File: src/rtl/fifo_vr_if.sv
// fifo_vr_if: valid/ready handshake bundle for fifo_vr.
//   Signal suffixes are from the FIFO's point of view.
//   s_data_i  / s_valid_i / s_ready_o : write side (producer -> FIFO)
//   m_data_o  / m_valid_o / m_ready_i : read side  (FIFO -> consumer)
//   modport slave  : the FIFO itself
//   modport master : the environment driving the FIFO (producer + consumer)
interface fifo_vr_if #(
    parameter int DATA_WIDTH = 8
);
    logic [DATA_WIDTH-1:0] s_data_i;
    logic                  s_valid_i;
    logic                  s_ready_o;
    logic [DATA_WIDTH-1:0] m_data_o;
    logic                  m_valid_o;
    logic                  m_ready_i;

    modport slave (
        input  s_data_i,
        input  s_valid_i,
        output s_ready_o,
        output m_data_o,
        output m_valid_o,
        input  m_ready_i
    );

    modport master (
        output s_data_i,
        output s_valid_i,
        input  s_ready_o,
        input  m_data_o,
        input  m_valid_o,
        output m_ready_i
    );
endinterface

File: src/rtl/fifo_vr.sv
// fifo_vr: single-clock FIFO with valid/ready on both sides, programmable
// almost-full/almost-empty levels, synchronous flush and a high-water mark.
//
// Build option: FIFO_VR_OUT_REG_EN
//   defined   : head entry is prefetched into an output register, so m_data_o /
//               m_valid_o come straight from flops. Capacity FIFO_DEPTH+1.
//   undefined : m_data_o is read combinationally from memory. Capacity FIFO_DEPTH.
//
// Ports:
//   clk            clock, rising edge
//   rst_n          synchronous active-low reset
//   bus            fifo_vr_if.slave (write and read handshakes)
//   flush_i        synchronous clear of contents and high-water mark
//   af_thresh_i    almost-full level  (almost_full_o  = count_o >= af_thresh_i)
//   ae_thresh_i    almost-empty level (almost_empty_o = count_o <= ae_thresh_i)
//   almost_full_o  / almost_empty_o  watermark flags
//   count_o        entries held (includes the output register when present)
//   max_count_o    highest count_o since reset or flush
//
// FIFO_DEPTH must be a power of two and at least 4.
module fifo_vr #(
    parameter int  DATA_WIDTH = 8,
    parameter int  FIFO_DEPTH = 32,
    localparam int ADDR_WIDTH = $clog2(FIFO_DEPTH)
) (
    input  logic              clk,
    input  logic              rst_n,
    fifo_vr_if.slave          bus,
    input  logic              flush_i,
    input  logic [ADDR_WIDTH:0] af_thresh_i,
    input  logic [ADDR_WIDTH:0] ae_thresh_i,
    output logic              almost_full_o,
    output logic              almost_empty_o,
    output logic [ADDR_WIDTH:0] count_o,
    output logic [ADDR_WIDTH:0] max_count_o
);

    localparam logic [ADDR_WIDTH:0] ONE = (ADDR_WIDTH + 1)'(1);

    logic [DATA_WIDTH-1:0] mem_q [FIFO_DEPTH];

    logic [ADDR_WIDTH:0] wr_ptr_q, wr_ptr_d;
    logic [ADDR_WIDTH:0] rd_ptr_q, rd_ptr_d;
    logic [ADDR_WIDTH:0] count_q, count_d;
    logic [ADDR_WIDTH:0] max_q, max_d;

    logic mem_full;
    logic mem_empty;
    logic wr_en;
    logic rd_en;
    logic mem_pop;

    // Pointer MSB is wrap parity: equal low bits with differing MSB means full.
    assign mem_full  = (wr_ptr_q[ADDR_WIDTH-1:0] == rd_ptr_q[ADDR_WIDTH-1:0]) &&
                       (wr_ptr_q[ADDR_WIDTH] != rd_ptr_q[ADDR_WIDTH]);
    assign mem_empty = (wr_ptr_q == rd_ptr_q);

    // Ready comes from registered memory state only, so a read in a full cycle
    // does not open the write side until the next cycle.
    assign bus.s_ready_o = rst_n & ~mem_full;

    // Flush wins over any handshake in the same cycle; the write is dropped.
    assign wr_en = bus.s_valid_i & bus.s_ready_o & ~flush_i;
    assign rd_en = bus.m_valid_o & bus.m_ready_i & ~flush_i;

`ifdef FIFO_VR_OUT_REG_EN
    logic                  out_valid_q, out_valid_d;
    logic [DATA_WIDTH-1:0] out_data_q, out_data_d;

    // Prefetch whenever the output register is empty or is being drained.
    assign mem_pop = ~mem_empty & (~out_valid_q | rd_en);

    always_comb begin
        out_valid_d = out_valid_q;
        out_data_d  = out_data_q;
        if (mem_pop) begin
            out_valid_d = 1'b1;
            out_data_d  = mem_q[rd_ptr_q[ADDR_WIDTH-1:0]];
        end else if (rd_en) begin
            out_valid_d = 1'b0;
        end
        if (flush_i) begin
            out_valid_d = 1'b0;
        end
    end

    always_ff @(posedge clk) begin
        if (!rst_n) begin
            out_valid_q <= 1'b0;
        end else begin
            out_valid_q <= out_valid_d;
        end
        out_data_q <= out_data_d;
    end

    assign bus.m_valid_o = rst_n & out_valid_q;
    assign bus.m_data_o  = out_data_q;
`else
    assign mem_pop       = rd_en;
    assign bus.m_valid_o = rst_n & ~mem_empty;
    assign bus.m_data_o  = mem_q[rd_ptr_q[ADDR_WIDTH-1:0]];
`endif

    always_comb begin
        wr_ptr_d = wr_ptr_q;
        rd_ptr_d = rd_ptr_q;
        count_d  = count_q;
        max_d    = max_q;
        if (flush_i) begin
            wr_ptr_d = '0;
            rd_ptr_d = '0;
            count_d  = '0;
            max_d    = '0;
        end else begin
            if (wr_en) begin
                wr_ptr_d = wr_ptr_q + ONE;
            end
            if (mem_pop) begin
                rd_ptr_d = rd_ptr_q + ONE;
            end
            case ({wr_en, rd_en})
                2'b10:   count_d = count_q + ONE;
                2'b01:   count_d = count_q - ONE;
                default: count_d = count_q;
            endcase
            // Track against the next count so max_count_o never lags count_o.
            if (count_d > max_q) begin
                max_d = count_d;
            end
        end
    end

    always_ff @(posedge clk) begin
        if (!rst_n) begin
            wr_ptr_q <= '0;
            rd_ptr_q <= '0;
            count_q  <= '0;
            max_q    <= '0;
        end else begin
            wr_ptr_q <= wr_ptr_d;
            rd_ptr_q <= rd_ptr_d;
            count_q  <= count_d;
            max_q    <= max_d;
        end
    end

    // Storage is deliberately not reset.
    always_ff @(posedge clk) begin
        if (wr_en) begin
            mem_q[wr_ptr_q[ADDR_WIDTH-1:0]] <= bus.s_data_i;
        end
    end

    assign count_o        = count_q;
    assign max_count_o    = max_q;
    assign almost_full_o  = (count_q >= af_thresh_i);
    assign almost_empty_o = (count_q <= ae_thresh_i);

endmodule

File: src/flat_wrapper.sv
// flat-port wrapper written by rule: the top's interface ports become plain ports
module fifo_vr_flat 
#(
    parameter int  DATA_WIDTH = 8,
    parameter int  FIFO_DEPTH = 32,
    localparam int ADDR_WIDTH = $clog2(FIFO_DEPTH)
)
  (clk, rst_n, flush_i, af_thresh_i, ae_thresh_i, almost_full_o, almost_empty_o, count_o, max_count_o, bus_s_data_i, bus_s_valid_i, bus_s_ready_o, bus_m_data_o, bus_m_valid_o, bus_m_ready_i);
  fifo_vr_if #(.DATA_WIDTH(DATA_WIDTH)) bus_i ();
  input  logic clk;
  input  logic rst_n;
  input  logic flush_i;
  input  logic [ADDR_WIDTH:0] af_thresh_i;
  input  logic [ADDR_WIDTH:0] ae_thresh_i;
  output logic almost_full_o;
  output logic almost_empty_o;
  output logic [ADDR_WIDTH:0] count_o;
  output logic [ADDR_WIDTH:0] max_count_o;
  input wire logic [$bits(bus_i.s_data_i)-1:0] bus_s_data_i;
  input wire logic [$bits(bus_i.s_valid_i)-1:0] bus_s_valid_i;
  output wire logic [$bits(bus_i.s_ready_o)-1:0] bus_s_ready_o;
  output wire logic [$bits(bus_i.m_data_o)-1:0] bus_m_data_o;
  output wire logic [$bits(bus_i.m_valid_o)-1:0] bus_m_valid_o;
  input wire logic [$bits(bus_i.m_ready_i)-1:0] bus_m_ready_i;
  assign bus_i.s_data_i = bus_s_data_i;
  assign bus_i.s_valid_i = bus_s_valid_i;
  assign bus_s_ready_o = bus_i.s_ready_o;
  assign bus_m_data_o = bus_i.m_data_o;
  assign bus_m_valid_o = bus_i.m_valid_o;
  assign bus_i.m_ready_i = bus_m_ready_i;
  fifo_vr #(.DATA_WIDTH(DATA_WIDTH), .FIFO_DEPTH(FIFO_DEPTH)) u_core (.clk(clk), .rst_n(rst_n), .bus(bus_i), .flush_i(flush_i), .af_thresh_i(af_thresh_i), .ae_thresh_i(ae_thresh_i), .almost_full_o(almost_full_o), .almost_empty_o(almost_empty_o), .count_o(count_o), .max_count_o(max_count_o));
endmodule
File: config.mk
export PLATFORM = sky130hd
export DESIGN_NAME = fifo_vr_flat
export DESIGN_NICKNAME = d
export VERILOG_FILES = /design/src/rtl/fifo_vr_if.sv /design/src/rtl/fifo_vr.sv /design/src/flat_wrapper.sv
export SDC_FILE = /design/constraint.sdc
export NUM_CORES = 1
export LEC_CHECK = 0
export BUFFER_PORTS_ARGS = -buffer_cell sky130_fd_sc_hd__buf_2
export CAP_MARGIN = 5
export CORE_UTILIZATION = 25
export CTS_CLUSTER_SIZE = 14
export DETAILED_ROUTE_END_ITERATION = 7
export SYNTH_ARGS = -nofsm -noshare
export SYNTH_HDL_FRONTEND = slang
export SYNTH_SLANG_ARGS = --single-unit
File: constraint.sdc
create_clock -name clk -period 13.4 [get_ports clk]
set_clock_uncertainty 0.15 [all_clocks]
set_input_delay 2.68 -clock clk [delete_from_list [all_inputs] [get_ports clk]]
set_output_delay 2.68 -clock clk [all_outputs]
set_load 0.01 [all_outputs]
; ---- After elaboration in Yosys (flattened, before gate mapping)
; Memory sizes are Yosys's and may differ from the RTL's. A register that Yosys moved wholly into a read port is not among the register bits.
; Cells that the tools add are included.
[totals]
ff_bits = 24
ramBits = 256
out_inout_bits = 24
wordCells = 35
mem_count = 1
[op_classes]
n_addsub = 4
magnitude_cmp = 3
n_eq_ne = 5
mux = 6
n_bitwise = 10
reduce_logical = 2
[mem_list]
columns = memory, depth, width, read_ports, rd_ports_with_merged_regs, write_ports, line_no
row1 = u_core.mem_q, 32, 8, 1, 1, 1, fifo_vr.sv:40  ; logic [DATA_WIDTH-1:0] mem_q [FIFO_DEPTH];
[op_table]
columns = operator, count
row1 = $add 6x1->6 const B, 3
row2 = $pmux 6 s2, 1
row3 = $mux 5, 2
row4 = $and 1x1->1, 6
row5 = $eq 6x6->1, 1
row6 = $ge 6x6->1, 1
row7 = $gt 6x6->1, 1
row8 = $le 6x6->1, 1
row9 = $mux 6, 1
row10 = $sub 6x1->6 const B, 1
row11 = $eq 5x5->1, 1
row12 = $not 1->1, 4
row13 = $eq 2x1->1 const B, 1
row14 = $eq 2x2->1 const B, 1
row15 = $mux 1, 2
row16 = $reduce_or 2->1, 1
row17 = $logic_and 1x1->1, 1
row18 = $ne 1x1->1, 1

; ---- Depth between registers and ports, before layout
; Gate-level depths: netlist of the first run.
[depth]
ltp_word = 10
mapped_depth = 21

; ---- Least setup slack after synthesis of the first run
; Ideal clock, no wire load.
[synth_timing]
path_type = input -> output
startpoint = input port ae_thresh_i[1]
endpoint = output port almost_empty_o
t_arrival_ps = 3705
required_ps = 10570
slack_ps = 6865
stages = 7
path_buffers = 0
cell_sequence = inv_1 -> ha_1 -> nor2b_1 -> o21a_1 -> o21a_1 -> o21ai_0 -> a21o_1
[synth_via]
elab_chain_len = 1
[synth_rtl]
columns = element, line_no
row1 = from (decl), flat_wrapper.sv:14  ; input logic [ADDR_WIDTH:0] ae_thresh_i;
row2 = $le 6x6->1, fifo_vr.sv:157  ; assign almost_empty_o = (count_q <= ae_thresh_i);
row3 = to (decl), flat_wrapper.sv:16  ; output logic almost_empty_o;
; No other way between the ends.

; ---- Worst setup path in the final report of the first run
[layout_timing]
startpoint = input port af_thresh_i[0]
endpoint = output port almost_full_o
[layout_via]
elab_chain_len = 1
[layout_rtl]
columns = element, line_no
row1 = from (decl), flat_wrapper.sv:13  ; input logic [ADDR_WIDTH:0] af_thresh_i;
row2 = $ge 6x6->1, fifo_vr.sv:156  ; assign almost_full_o = (count_q >= af_thresh_i);
row3 = to (decl), flat_wrapper.sv:15  ; output logic almost_full_o;
; No other way between the ends.

==> impl_metrics.csv, run 1 <==
group,metric,value,unit
clock_tree,cts_setup_buffers,0,
floorplanning,ios,49,
cells_and_area,final_cells,1319,
timing,slew_headroom,0.327,
drt,drt-vias-per-instance,4.48,
yosys,synth_common_cells,"edfxtp_1 (256), mux4_2 (80), nor2_1 (55)",
worst_setup_path,reg2reg_slack,8.13,ns
yosys,syn_avg_cell_area,18.5,sq um
cells_and_area,final_layout_size_suffix_gt1_frac,0.267,
placement,portBuffers,48,
global_route,grtUsageMet3,0.0240,
yosys,synth.top_cell.area_share,0.650,
floorplanning,start_util,0.254,
timing,period_share,0.517,
drt,vias,5908,
timing,period_needed,6.92,ns
drt,drc_errors,0,
yosys,yosys_register_bits,285,
run_status,status,"completed",
power_and_ir_drop,peakVddDrop,0.0000948,V
global_route,grt_overflow_total,0,
placement,gp_congestion,0.763,
global_route,grt_pass1_wl,36.8,mm
yosys,synth.distinct_cells,50,
yosys,ys_top_cells_by_area,"edfxtp_1 (65%), mux4_2 (15%), dfxtp_1 (4.9%)",
hold_path,min_from,"u_core.max_count_o[1]",
global_route,grt_pass1_vias,5941,
cells_and_area,area_growth_syn_to_layout,14.8,%
global_route,grt_most_used_layer,"met1",
timing,setup_tns,0,ns
floorplanning,fp.dieH,219,microns
yosys,synth.most_common_cell,"edfxtp_1",
drt,drt_iter0_drc,538,
drt,drtAntennaViolNets,0,
clock_tree,clock_latency,0.54,ns
worst_setup_path,cp_max_fo,1,
yosys,ys_async_sr_fraction,0,
yosys,synth_top_cell_by_area,"edfxtp_1",
flow_run,max_cap_violations,0,
timing,rsz0062_at_grt,"false",
worst_setup_path,setup.worst_path.end_class,"output pin",
clock_tree,ctsResizeCount,0,
clock_tree,clock_path_buffers,3,
power_and_ir_drop,power_density,130,nW/um^2
yosys,synth-edff-count,256,
yosys,ys_seq_area_frac,0.699,
worst_setup_path,arrival,4.09,ns
drt,avgRoutedWirePerCell,18.2,microns
worst_setup_path,critPathKind,"in2out",
worst_setup_path,critPathLaunchType,"input pin",
yosys,synth.cell_area,11800,sq um
clock_tree,clk_pin_slew,0.06,ns
floorplanning,num_rows,79,
yosys,syn_nets,691,
clock_tree,holdBufCountCts,0,
global_route,antenna_found_initial,0,
clock_tree,cts_buffers,29,
cells_and_area,antenna_cells,0,
hold_path,hold_end,"u_core.max_count_o[1]",
clock_tree,cts_tree,"yes",
placement,dp_cells,1267,
power_and_ir_drop,power.total,1.77,mW
clock_tree,cts_max_level,1,
timing,fmax,144,MHz
worst_setup_path,rr_worst_depth,18,
clock_tree,cts_sinks,285,
global_route,met1_usage,0.151,
timing,slew_violations,0,
global_route,grt_max_degree,65,
power_and_ir_drop,power.leakage,4.31,nW
yosys,synthFlopType,"edfxtp_1",
hold_path,holdCritPathClass,"reg2reg",
hold_path,hold_depth,2,
global_route,grt.total_usage,0.101,
cells_and_area,fin_nets,742,
timing,setup_viol,0,
floorplanning,die_area,48200,sq um
floorplanning,coreArea,46600,sq um
global_route,met2_usage,0.148,
floorplanning,dieWidth,219,microns
worst_setup_path,crit_required,10.57,ns
drt,wl,24.0,mm
yosys,yosysWarnings,0,
placement,dp.final_hpwl,15.1,mm
worst_setup_path,worstReg2RegEnd,"u_core.max_count_o[5]",
clock_tree,clock-root-buffer,"clkbuf_16",
worst_setup_path,timing.rr.start,"u_core.wr_ptr_q[2]",
timing,worst-slew-pin-transition,1.01,ns
drt,drt-pass1-iter-count,5,
timing,finalHoldViolCount,0,
yosys,synth_cells,640,
worst max-delay path: stages:
cell and delay (ns):
buf_2 0.10, ha_1 0.27, nand2b_1 0.13, a21o_1 0.17, a21o_1 0.17, a21oi_1 0.27
o21ai_0 0.15, buf_2 0.15
metrics by stage:
| step | worst slack (ns) | hold WS [ns] | utilization | instance area, sq um |
|---|---|---|---|---|
| final | 6.48 | 0.373 | 0.292 | 13600 |
| after global routing | 6.32 | 0.396 | 0.292 | 13600 |
| after floorplan | 6.86 | 0.361 | - | 11800 |
| after detailed placement | 6.12 | 0.364 | 0.273 | 12700 |
| after global placement | 6.25 | 0.358 | 0.273 | 12700 |
| after CTS | 6.46 | 0.374 | 0.292 | 13600 |
placed cells by master, fill, tap and decap left out, types with 6 or more instances in the layout:
cell type | synthesis | layout
xor2_1 | 10 | 10
clkbuf_1 | 17 | 8
xnor2_1 | 9 | 9
nor2_1 | 55 | 55
a21oi_1 | 6 | 6
buf_2 | 2 | 48
edfxtp_1 | 256 | 256
o21ai_0 | 9 | 9
clkbuf_16 | 0 | 29
nand2_1 | 17 | 17
ha_1 | 26 | 26
dfxtp_1 | 29 | 27
mux4_2 | 80 | 80
inv_1 | 25 | 25
mux2_2 | 9 | 9
flip-flops by register name (all words and copies together) (netlist names), named ones only:
register            count
u_core.count_o          6
u_core.max_count_o      6
u_core.mem_q          256
u_core.rd_ptr_q         6
u_core.wr_ptr_q         6
kinds of logic (layout without fill, tap and decap cells):
logic type,after synthesis,count (layout),share of synthesized area
buffers and inverters,58,130,0.0213
AO/OA/AOI/OAI,51,51,0.0302
flip-flops,285,285,0.699
adder cells (fa/ha/maj),26,26,0.0275
multiplexers,92,92,0.164
XOR/XNOR,19,19,0.0141
AND/OR/NAND/NOR,109,109,0.0440
how the worst max path moves through the flow:
| stage | to | from | cells after the start | slack [ns] |
|---|---|---|---|---|
| floorplan | almost_empty_o | ae_thresh_i[1] | 7 | 6.86 |
| global placement | u_core.max_count_o[5] | flush_i | 17 | 6.25 |
| detailed placement | u_core.max_count_o[5] | flush_i | 19 | 6.12 |
| CTS | almost_full_o | af_thresh_i[0] | 8 | 6.46 |
| global route | u_core.max_count_o[5] | flush_i | 19 | 6.32 |
| finish | almost_full_o | af_thresh_i[0] | 8 | 6.48 |
area by class of cell:
class / count / area [sq um]
repair buffers: 53 / 278
flip-flops and latches: 285 / 8270
well taps: 607 / 759
multi-input cells: 297 / 3300
fillers: 4563 / 33000
clock buffers: 37 / 756
clock inverters: 15 / 115
inverters: 25 / 93.8
metal layers:
| layer | share of wire | up-vias |
|---|---|---|
| met4 | 0.015 | 0 |
| met5 | 0 | - |
| li1 | - | 2661 |
| met2 | 0.44 | 178 |
| met3 | 0.069 | 25 |
| met1 | 0.48 | 3044 |
where the power goes:
part / switching [mW] / internal [mW]
logic: 0.0352 / 0.0191
registers: 0.00230 / 0.970
clock network: 0.327 / 0.418
total: 0.364 / 1.41
No activity file was read; power rests on OpenSTA's default activity.
==> inputs of run 2 (changes only) <==
ABC_AREA = 1   (was unset)
clock period = 6.6 ns   (was 13.4 ns; I/O delays follow)
==> run 2 against run 1 <==
  * Die area grew 4.4%
  * Critical path depth grew 20
  * Hold slack lost 0.014 ns
  * Worst setup slack lost 4.9 ns
  * Sequential cell count is the same
  * Clock-buffer cell count grew 1
==> impl_metrics.csv, run 2 <==
group,metric,value,unit
floorplanning,dieWidth,224,microns
cells_and_area,fin_nets,1127,
placement,placed_cell_area,13200,sq um
clock_tree,cts_tree,"yes",
cells_and_area,multi_input_area,3590,sq um
yosys,synth.top_cell.area_share,0.622,
clock_tree,cts_setup_buffers,0,
yosys,yosys_register_bits,285,
floorplanning,coreArea,48800,sq um
worst_setup_path,critPathLaunchType,"input pin",
yosys,ys_async_sr_fraction,0,
worst_setup_path,cp-endpoint,"u_core.max_count_o[5]",
cells_and_area,mostFrequentLayoutCell,"edfxtp_1",
placement,portBuffers,48,
timing,finalHoldViolCount,0,
global_route,grt_pass1_vias,7890,
worst_setup_path,critPathKind,"in2reg",
drt,top_layer_used,"met5",
floorplanning,start_util,0.253,
drt,drt-pass1-iter-count,5,
drt,vias,8088,
drt,wl_met1,13.4,mm
power_and_ir_drop,power_density,265,nW/um^2
power_and_ir_drop,p_sw,0.843,mW
timing,setup_viol,0,
timing,fmax,199,MHz
worst_setup_path,crit_required,6.93,ns
placement,dp.final_hpwl,17.4,mm
clock_tree,ctsResizeCount,0,
power_and_ir_drop,peakVddDrop,0.000188,V
drt,drtAntennaViolNets,0,
yosys,ys_top_cells_by_area,"edfxtp_1 (62%), nor2_1 (5.4%), dfxtp_1 (4.7%)",
worst_setup_path,timing.rr.start,"u_core.wr_ptr_q[3]",
drt,drt_iter0_drc,757,
timing,slew_headroom,0.166,
power_and_ir_drop,power.leakage,4.84,nW
timing,hold_ws,0.359,ns
global_route,antenna_found_initial,0,
worst_setup_path,reg2reg_slack,1.97,ns
worst_setup_path,startpoint,"rst_n",
cells_and_area,mostFrequentLayoutCells,"edfxtp_1 (256), nor2_1 (178), nand2_1 (121)",
floorplanning,fp.dieH,224,microns
global_route,grt_max_degree,103,
drt,avgRoutedWirePerCell,16.6,microns
power_and_ir_drop,seqPwrFrac,0.534,
yosys,syn_nets,1101,
clock_tree,cts_sinks,285,
drt,wl,29.3,mm
drt,wl_met3,1.90,mm
cells_and_area,area_growth_syn_to_layout,14.1,%
power_and_ir_drop,p_int,2.89,mW
worst_setup_path,rr_worst_depth,31,
yosys,synth.cell_area,12400,sq um
placement,dp_cells,1709,
timing,rsz0062_at_grt,"false",
clock_tree,cts_max_level,1,
timing,period_share,0.760,
drt,wl_met2,13.4,mm
placement,gp_congestion,0.817,
yosys,synth_cells,1050,
drt,drc_errors,0,
power_and_ir_drop,p_clk_frac,0.414,
yosys,synth.distinct_cells,32,
clock_tree,holdBufCountCts,0,
cells_and_area,final_cells,1762,
global_route,grt_overflow_total,0,
yosys,synth.most_common_cell,"edfxtp_1",
global_route,grt.total_usage,0.117,
yosys,syn_avg_cell_area,11.8,sq um
worst_setup_path,worstReg2RegEnd,"u_core.max_count_o[5]",
yosys,ys_seq_area_frac,0.669,
floorplanning,num_rows,81,
floorplanning,die_area,50300,sq um
yosys,synth-edff-count,256,
power_and_ir_drop,power.total,3.73,mW
worst_setup_path,setup.worst_path.end_class,"register",
cells_and_area,regArea,8270,sq um
cells_and_area,design_area,14100,sq um
clock_tree,clk_pin_slew,0.06,ns
cells_and_area,nFillCells,5018,
drt,drt-vias-per-instance,4.59,
clock_tree,clock_path_buffers,3,
cells_and_area,largest_register_ffs,256,
worst_setup_path,arrival,5.34,ns
yosys,yosysWarnings,0,
power_and_ir_drop,comb_power_share,0.051,
hold_path,holdCritPathClass,"reg2reg",
run_status,status,"completed",
worst_setup_path,cp_max_fo,16,
yosys,synth_common_cells,"edfxtp_1 (256), nor2_1 (178), nand2_1 (121)",
global_route,grt_pass1_wl,45.7,mm
clock_tree,cts_buffers,29,
yosys,synth_top_cell_by_area,"edfxtp_1",
timing,setup_tns,0,ns
cells_and_area,antenna_cells,0,
flow_run,max_cap_violations,0,
clock_tree,clock_latency,0.56,ns
cells_and_area,final_layout_size_suffix_gt1_frac,0.0974,
timing,slew_violations,0,
timing,period_needed,5.02,ns
floorplanning,ios,49,
clock_tree,clock-root-buffer,"clkbuf_16",
timing,worst-slew-pin-transition,1.25,ns
power_and_ir_drop,switching_share,0.226,
yosys,synthFlopType,"edfxtp_1",
[run 2: critical path, cell delays in order]
cell	delay (ns)
buf_2	0.09
inv_1	0.06
nor2_4	0.28
inv_1	0.31
nor2_1	0.26
nand2_4	0.14
ha_1	0.35
inv_1	0.19
nand2_1	0.07
nand2_1	0.09
inv_1	0.05
ha_1	0.17
a21o_1	0.17
nand4_1	0.09
nand2_1	0.06
nand2_1	0.06
nand3_1	0.06
o21ai_0	0.15
inv_1	0.08
ha_1	0.28
nand2_1	0.07
nor2_1	0.15
o21ai_0	0.11
o211ai_1	0.09
nand2_1	0.09
inv_1	0.22
o21ai_0	0.11
a21oi_1	0.15
[run 2: final cells by class]
| cell class | instances | area share |
|---|---|---|
| clock inverters | 15 | 0.00799 |
| inverters | 62 | 0.0166 |
| well taps | 664 | 0.0589 |
| repair buffers | 55 | 0.0208 |
| clock buffers | 38 | 0.0539 |
| multi-input cells | 643 | 0.255 |
| flip-flops and latches | 285 | 0.587 |
[run 2: metrics by stage]
step,worst slack (ns),util
after floorplan,1.94,-
after global placement,1.31,0.271
after detailed placement,1.09,0.271
after CTS,1.66,0.289
after global routing,1.13,0.289
final,1.58,0.289
[run 2: worst min path at each step]
stage / start / to / slack (ns) / depth (start not counted)
global route: u_core.rd_ptr_q[5] / u_core.rd_ptr_q[5] / 0.38 / 2
global placement: u_core.rd_ptr_q[5] / u_core.rd_ptr_q[5] / 0.35 / 2
detailed placement: u_core.rd_ptr_q[5] / u_core.rd_ptr_q[5] / 0.35 / 2
floorplan: u_core.rd_ptr_q[5] / u_core.rd_ptr_q[5] / 0.33 / 2
finish: u_core.rd_ptr_q[5] / u_core.rd_ptr_q[5] / 0.36 / 2
CTS: u_core.rd_ptr_q[5] / u_core.rd_ptr_q[5] / 0.36 / 2
[run 2: logic make-up (layout without fill, tap and decap cells)]
kind of cell,Yosys count,count (layout),synth area share
AOI/OAI and AO/OA,231,231,0.127
xor gates and xnor gates,15,15,0.0106
adders and majority gates,26,26,0.0263
buffers and inverters,122,170,0.0403
DFF,285,285,0.669
and+or+nand+nor,371,371,0.126
[run 2: power groups by stage]
stage / registers [mW] / clock network [mW] / logic (mW)
CTS: 2.00 / 1.58 / 0.192
floorplan: 2.04 / 0 / 0.113
global placement: 2.03 / 0 / 0.185
detailed placement: 2.03 / 0 / 0.192
global route: 2.00 / 1.65 / 0.221
finish: 2.00 / 1.55 / 0.192
[run 2: layer usage]
| layer | global-route usage | up-vias |
|---|---|---|
| met5 | 0.00978 | - |
| met4 | 0.0261 | 2 |
| met3 | 0.0231 | 52 |
| met2 | 0.189 | 266 |
| met1 | 0.162 | 3927 |
| li1 | - | 3841 |
